[config.mk]
export PLATFORM = sky130hd
export DESIGN_NAME = vga_pattern_scheduler
export DESIGN_NICKNAME = d
export VERILOG_FILES = /design/src/rtl/vga_pkg.sv /design/src/rtl/bl_pwm.sv /design/src/rtl/vga_pattern_scheduler.sv
export SDC_FILE = /design/constraint.sdc
export NUM_CORES = 1
export LEC_CHECK = 0
export BUFFER_PORTS_ARGS = -buffer_cell sky130_fd_sc_hd__buf_2
export CAP_MARGIN = 10
export CORE_AREA = 2 2 101 122
export CTS_CLUSTER_DIAMETER = 30
export DETAILED_ROUTE_END_ITERATION = 10
export DIE_AREA = 0 0 103 124
export GPL_TIMING_DRIVEN = 0
export SLEW_MARGIN = 25
export SYNTH_ARGS = -nofsm -noshare
export SYNTH_HDL_FRONTEND = slang
export SYNTH_HIERARCHICAL = 1
export SYNTH_SLANG_ARGS = --single-unit
[constraint.sdc]
create_clock -name Clk -period 5.25 [get_ports Clk]
set_clock_uncertainty 0.05 [all_clocks]
set_input_delay 1.05 -clock Clk [delete_from_list [all_inputs] [get_ports Clk]]
set_output_delay 1.05 -clock Clk [all_outputs]
set_load 0.005 [all_outputs]
[src/rtl/vga_pkg.sv]
// ----------------------------------------------------------------------------
// vga_pkg
//   Shared definitions for the VGA/TFT test-pattern scheduler:
//   - state_t     : backlight sequencing states
//   - PWM_W       : width of the backlight duty / PWM counter
//   - BLACK/WHITE : common RGB888 constants
//   - bar_colour(): the eight colour-bar RGB888 values, indexed 0..7
// ----------------------------------------------------------------------------
package vga_pkg;

  typedef enum logic [1:0] {
    FADE_IN  = 2'd0,
    HOLD     = 2'd1,
    FADE_OUT = 2'd2,
    SWITCH   = 2'd3
  } state_t;

  localparam int PWM_W = 8;

  localparam logic [23:0] BLACK = 24'h000000;
  localparam logic [23:0] WHITE = 24'hFFFFFF;

  localparam logic [23:0] BAR_0 = 24'hFFFFFF;  // white
  localparam logic [23:0] BAR_1 = 24'hFFFF00;  // yellow
  localparam logic [23:0] BAR_2 = 24'h00FFFF;  // cyan
  localparam logic [23:0] BAR_3 = 24'h00FF00;  // green
  localparam logic [23:0] BAR_4 = 24'hFF00FF;  // magenta
  localparam logic [23:0] BAR_5 = 24'hFF0000;  // red
  localparam logic [23:0] BAR_6 = 24'h0000FF;  // blue
  localparam logic [23:0] BAR_7 = 24'h000000;  // black

  function automatic logic [23:0] bar_colour(input logic [2:0] idx);
    case (idx)
      3'd0:    return BAR_0;
      3'd1:    return BAR_1;
      3'd2:    return BAR_2;
      3'd3:    return BAR_3;
      3'd4:    return BAR_4;
      3'd5:    return BAR_5;
      3'd6:    return BAR_6;
      default: return BAR_7;
    endcase
  endfunction

endpackage

[src/rtl/bl_pwm.sv]
// ----------------------------------------------------------------------------
// bl_pwm
//   Backlight PWM. A free-running PWM_W-bit counter is compared against the
//   requested duty; full-scale duty forces the output permanently high so a
//   "fully on" backlight has no periodic low cycle.
// Ports:
//   Clk    in   pixel clock
//   Reset  in   asynchronous, active-high reset
//   Duty   in   PWM_W-bit duty (0 = off, all-ones = constant on)
//   TFT_BL out  registered backlight PWM
// ----------------------------------------------------------------------------
module bl_pwm
  import vga_pkg::*;
(
  input  logic             Clk,
  input  logic             Reset,
  input  logic [PWM_W-1:0] Duty,
  output logic             TFT_BL
);

  logic [PWM_W-1:0] pwm_cnt;

  // NOTE: sequential state is always assigned with <= so every register
  // samples the pre-edge value of its inputs, regardless of statement order.
  always_ff @(posedge Clk or posedge Reset) begin
    if (Reset) begin
      pwm_cnt <= '0;
      TFT_BL  <= 1'b0;
    end else begin
      pwm_cnt <= pwm_cnt + 1'b1;
      TFT_BL  <= (Duty == '1) ? 1'b1 : (pwm_cnt < Duty);
    end
  end

endmodule

[src/rtl/vga_pattern_scheduler.sv]
// ----------------------------------------------------------------------------
// vga_pattern_scheduler
//   Supplies RGB888 test-pattern pixels to the VGA/TFT timing generator and
//   sequences the backlight: each pattern is faded in, held, faded out, then
//   the next pattern is selected. All sequencing happens on Frame_Begin so the
//   pattern never changes mid-frame; Next_Req skips ahead to the fade-out.
// Ports:
//   Clk          in   pixel clock
//   Reset        in   asynchronous, active-high reset
//   Frame_Begin  in   one-cycle pulse at start of frame
//   Data_Req     in   pixel request for (H_Addr, V_Addr)
//   H_Addr       in   active column
//   V_Addr       in   active row
//   Next_Req     in   one-cycle pulse: skip to next pattern
//   Disp_Data    out  registered RGB888 pixel, one cycle after the request
//   TFT_BL       out  backlight PWM
//   Pattern_Id   out  current pattern index
//   Busy_Fade    out  high while fading in or out
// ----------------------------------------------------------------------------
module vga_pattern_scheduler
  import vga_pkg::*;
#(
  parameter int H_PIXELS     = 800,
  parameter int V_PIXELS     = 480,
  parameter int HOLD_FRAMES  = 120,
  parameter int FADE_STEP    = 8,
  parameter int NUM_PATTERNS = 4
) (
  input  logic        Clk,
  input  logic        Reset,
  input  logic        Frame_Begin,
  input  logic        Data_Req,
  input  logic [11:0] H_Addr,
  input  logic [11:0] V_Addr,
  input  logic        Next_Req,
  output logic [23:0] Disp_Data,
  output logic        TFT_BL,
  output logic [1:0]  Pattern_Id,
  output logic        Busy_Fade
);

  localparam int               HC_W      = (HOLD_FRAMES > 1) ? $clog2(HOLD_FRAMES) : 1;
  localparam logic [HC_W-1:0]  HOLD_LAST = HC_W'(HOLD_FRAMES - 1);
  localparam logic [PWM_W-1:0] STEP      = PWM_W'(FADE_STEP);
  localparam logic [1:0]       LAST_PAT  = 2'(NUM_PATTERNS - 1);

  state_t           state, state_nxt;
  logic [PWM_W-1:0] duty, duty_nxt;
  logic [HC_W-1:0]  hold_cnt, hold_cnt_nxt;
  logic [1:0]       pat_nxt;
  logic [PWM_W:0]   duty_up;

  // --------------------------------------------------------------------------
  // Sequencer next-state logic
  // --------------------------------------------------------------------------
  assign duty_up = {1'b0, duty} + {1'b0, STEP};

  // NOTE: every always_comb output gets a default before any branch, so no
  // path leaves a value unassigned and no latch is inferred.
  always_comb begin
    state_nxt    = state;
    duty_nxt     = duty;
    hold_cnt_nxt = hold_cnt;
    pat_nxt      = Pattern_Id;
    // Skip request outranks a coincident Frame_Begin: the duty is kept and
    // the fade-out starts from wherever the fade-in/hold had reached.
    if (Next_Req && (state == FADE_IN || state == HOLD)) begin
      state_nxt    = FADE_OUT;
      hold_cnt_nxt = '0;
    end else if (Frame_Begin) begin
      case (state)
        FADE_IN: begin
          duty_nxt = duty_up[PWM_W] ? '1 : duty_up[PWM_W-1:0];
          if (duty_nxt == '1) begin
            state_nxt    = HOLD;
            hold_cnt_nxt = '0;
          end
        end
        HOLD: begin
          if (hold_cnt == HOLD_LAST) begin
            state_nxt    = FADE_OUT;
            hold_cnt_nxt = '0;
          end else begin
            hold_cnt_nxt = hold_cnt + 1'b1;
          end
        end
        FADE_OUT: begin
          duty_nxt = (duty <= STEP) ? '0 : duty - STEP;
          if (duty_nxt == '0) state_nxt = SWITCH;
        end
        SWITCH: begin
          pat_nxt   = (Pattern_Id == LAST_PAT) ? 2'd0 : Pattern_Id + 2'd1;
          state_nxt = FADE_IN;
        end
        default: state_nxt = FADE_IN;
      endcase
    end
  end

  always_ff @(posedge Clk or posedge Reset) begin
    if (Reset) begin
      state      <= FADE_IN;
      duty       <= '0;
      hold_cnt   <= '0;
      Pattern_Id <= 2'd0;
      Busy_Fade  <= 1'b1;
    end else begin
      state      <= state_nxt;
      duty       <= duty_nxt;
      hold_cnt   <= hold_cnt_nxt;
      Pattern_Id <= pat_nxt;
      Busy_Fade  <= (state_nxt == FADE_IN) || (state_nxt == FADE_OUT);
    end
  end

  // --------------------------------------------------------------------------
  // Pixel generation (uses the registered Pattern_Id, so the picture flips
  // on the same edge that Pattern_Id does)
  // --------------------------------------------------------------------------
  logic [31:0] bar_full;
  logic [2:0]  bar_idx;
  logic [23:0] pix;

  assign bar_full = ({20'd0, H_Addr} * 32'd8) / 32'(H_PIXELS);
  assign bar_idx  = (bar_full > 32'd7) ? 3'd7 : bar_full[2:0];

  always_comb begin
    pix = BLACK;
    case (Pattern_Id)
      2'd0: pix = bar_colour(bar_idx);
      2'd1: pix = {3{H_Addr[7:0]}};
      2'd2: pix = (H_Addr[5] ^ V_Addr[5]) ? WHITE : BLACK;
      2'd3: pix = (H_Addr == 12'(0) || H_Addr == 12'(H_PIXELS - 1) ||
                   V_Addr == 12'(0) || V_Addr == 12'(V_PIXELS - 1)) ? WHITE : BLACK;
      default: pix = BLACK;
    endcase
  end

  always_ff @(posedge Clk or posedge Reset) begin
    if (Reset) Disp_Data <= BLACK;
    else       Disp_Data <= Data_Req ? pix : BLACK;
  end

  // --------------------------------------------------------------------------
  // Backlight
  // --------------------------------------------------------------------------
  bl_pwm u_bl_pwm (
    .Clk    (Clk),
    .Reset  (Reset),
    .Duty   (duty),
    .TFT_BL (TFT_BL)
  );

endmodule

==> results by group <==
Global route
  – First-pass GRT wire length: 17,000 um
  – Vias in the first global route: roughly 3,500
  – Antenna violations before repair: 0
  – Overall fraction of global-route tracks in use: 0.1678
  – Largest net degree at the start of global routing: 24
  – Grt total ovfl: 0

Clock tree
  – CTS Root Cell: clkbuf_16
  – Latest clock arrival within the worst-skew pair: slightly below 0.3 ns
  – Clock sink count: 53
  – CTS tree: done
  – Worst-case clock buffer depth: 2
  – Hold buffers post-CTS: 0
  – H-Tree Depth: 2
  – CTS clk-pin slew, worst paths: ~0.070 ns
  – CTS buffer count: 5

Timing
  – Relative slew slack: 0.4022
  – Final Hold Fails: 0
  – Final setup violating endpoints: 0
  – PnR worst setup slack: 0.3436 ns
  – Unrepaired setup endpoints after global routing: false
  – Final min period: approximately 4.9 ns
  – Setup TNS: 0 ns
  – Fmax: a little over 0.2 GHz
  – Period utilization: 0.9345
  – Fin. max-slew vios: 0
  – Slew @ Worst Pin: roughly 0.90 ns

Synthesis
  – Yosys top cell by area: dfrtp_1
  – Post-synth net total: roughly 520
  – Synth area leaders: dfrtp_1 (33%), ha_1 (5.0%), nand2_1 (4.8%)
  – Yosys top cell area share: 0.3259
  – Synth warnings: 6
  – Most common cell in the netlist: dfrtp_1
  – Mapped Cells: between 400 and 500
  – Sequential-to-total area share from yosys stat: 0.3325
  – Post-synth EDFFs: 0
  – Distinct cell type count after synthesis: 85
  – Post-synth top flop: dfrtp_1
  – Ys async rst share: 1.000
  – Synth Cell Area: around 4000 um^2
  – Post-synthesis average cell area: between 8 and 9 um^2
  – Most instantiated cells after synthesis: dfrtp_1 (52), nand2_1 (51), nor2_1 (44)
  – Synthesized flop and latch total: between 50 and 60

Finish
  – Finished Cell Area: between 4000 and 5000 um^2
  – Layout cells sized above 1: 0.1974
  – Layout area overhead: 16.58%
  – Fillers: roughly 1,200
  – Fin nets: 576
  – Ant diodes: 0

Place
  – Dpl ws: 0.008153 ns
  – Gpl congestion: 0.9064
  – Placed Area: about 4500 um^2
  – Detail Placement HPWL: roughly 8300 um
  – PortBufs: slightly above 50

Job
  – Max-cap violations: 0

Floorplan
  – Initial Util: 0.3468
  – Core area: approximately 12,000 um^2
  – Die Ht: roughly 120 um
  – Rows: 43
  – Total I/O pin count: between 50 and 60
  – Die area: about 13,000 um^2
  – Die width: 103 um

Pwr
  – Flop pwr share: 0.319
  – Logic gate share of total power: 0.490
  – Internal power: between 1000 and 1500 uW
  – Net Sw Frac: 0.4143
  – Leak pwr: around 0.0021 uW
  – Power density over the cells: about 420 nW/um^2
  – Maximum VDD drop: 0.0001586 V
  – Psw: roughly 800 uW
  – Power share of the clock group: 0.191

Critical path
  – Critical path arrival: 5.00 ns
  – Critical path cell sequence: buf_2, nor3_2, nor2b_1, ha_1, nand3b_1, o21a_2, o211ai_2, a21o_1, buf_2, a31oi_2, or2_2, a32oi_1, mux2i_1, o2111a_1, nor4_4, a211oi_1
  – CP Class: in -> reg
  – Max stage delay cell, worst path: nor4_4
  – Crit path max fanout: 9
  – Largest delay contributor family on the critical path: compound AO/OA/AOI/OAI gates
  – Worst setup EP type: flip-flop
  – Buffers plus inverters on the worst setup path: 2
  – Required @ worst endpoint: roughly 5.4 ns
  – Largest stage delay, worst path: roughly 0.45 ns
  – Startpoint Class: primary input
  – Most used cell, CP: buf_2

Detailed routing
  – Vias per cell: around 5.4
  – TritonRoute pass-1 iters: 4
  – Routed WL: between 10,000 and 15,000 um
  – Initial drt markers: 234
  – Antenna Nets Post-Route: 0
  – DR vias: roughly 3,700
  – Routed len/inst: approximately 15 um
  – DRC viols: 0

Status
  – Status: finished clean

Worst hold path
  – Worst Hold Class: reg -> reg
layout make-up:
type,instances,area [um^2],share of cell area
multi-input combinational,372,2461,0.5288
clock buffer,5,125.1,0.02688
buffer,23,125.1,0.02688
timing repair buffer,52,282.8,0.06075
tap,157,196.4,0.04220
sequential,53,1328,0.2852
inverter,24,90.09,0.01935
clock inverter,3,46.29,0.009946
kinds of logic after synthesis:
logic type | after synthesis | share of synthesized area
DFF | 53 | 0.3325
and+or+nand+nor | 193 | 0.2488
AOI/OAI and AO/OA | 143 | 0.2676
xor gates and xnor gates | 13 | 0.02852
muxes | 7 | 0.01849
buffers and inverters | 47 | 0.05390
adders and majority gates | 16 | 0.05014
path summary, 6_finish.rpt:
path | end | start | depth (start not counted) | slack [ns]
worst max-delay path | Disp_Data[7] | H_Addr[9] | 16 | 0.34
worst min-delay path | u_bl_pwm/pwm_cnt[7] | u_bl_pwm/pwm_cnt[7] | 1 | 0.43
worst max register to register | hold_cnt[5] | duty[7] | 12 | 2.26
worst min register to register | u_bl_pwm/pwm_cnt[7] | u_bl_pwm/pwm_cnt[7] | 1 | 0.43
max in group asynchronous | Disp_Data[17] | Reset | 3 | 3.92
min in group asynchronous | u_bl_pwm/TFT_BL | Reset | 2 | 0.69
power groups by stage:
stage               registers, uW  clock network, uW  logic, uW
floorplan                     621                  0        636
global placement              628                  0        921
detailed placement            626                  0        944
CTS                           619                382        949
global route                  634                398       1070
finish                        619                369        949
routing by layer:
layer / up-vias / GRT usage / routed length (um)
met2: 94 / 0.2995 / 5289
met4: 0 / 0.04112 / 105
met1: 1733 / 0.2084 / 4584
met5: - / 0 / 0
met3: 11 / 0.02862 / 489
li1: 1849 / - / -
cell usage in the layout (no fill, tap or decap), types with 3 or more instances in the layout:
master,Yosys,routed
a211oi_1,9,9
a21boi_0,3,3
a21o_1,5,5
a21oi_1,22,22
a221oi_1,3,3
a22oi_1,3,3
a31oi_1,8,8
and2_1,3,3
and3_1,6,6
buf_2,3,54
buf_4,3,3
buf_6,3,3
clkbuf_1,11,11
clkbuf_16,0,5
dfrtp_1,52,52
ha_1,16,16
inv_1,23,22
mux2i_1,4,4
nand2_1,51,51
nand2b_1,3,3
nand3_1,21,21
nand3b_1,4,4
nand4_1,9,9
nor2_1,44,44
nor2b_1,7,7
nor3_1,13,13
nor4_1,5,5
o211ai_1,5,5
o21a_1,7,7
o21ai_0,32,32
o21ai_1,4,4
o221ai_1,3,3
o22ai_1,3,3
or2_1,3,3
or2_2,3,3
or3_1,4,4
xnor2_1,9,9
xor2_1,4,4
metrics by stage:
step                utilization  hold slack [ns]  instances  total power (uW)
floorplan                     -           0.3991        472              1257
global placement         0.3860           0.4257        680              1550
detailed placement       0.3884           0.4219        681              1570
CTS                      0.4033           0.4393        689              1950
global route             0.4043           0.4494        689              2103
finish                   0.4043           0.4309        689              1936
state kept, by name, indices dropped and copies added, names as in the netlist:
name / cells
Busy_Fade: 1
state: 2
Pattern_Id: 2
hold_cnt: 7
u_bl_pwm/pwm_cnt: 8
Disp_Data: 24
duty: 8
u_bl_pwm/TFT_BL: 1
repair_timing:
| item | 4_1_cts | 5_1_grt |
|---|---|---|
| setup endpoints to repair | 0 | 8 |
| resized for setup | 0 | 1 |
| endpoints found under the hold margin | 0 | 0 |
| buffers inserted | 0 | 0 |
Power figures use the tool's default switching activity.
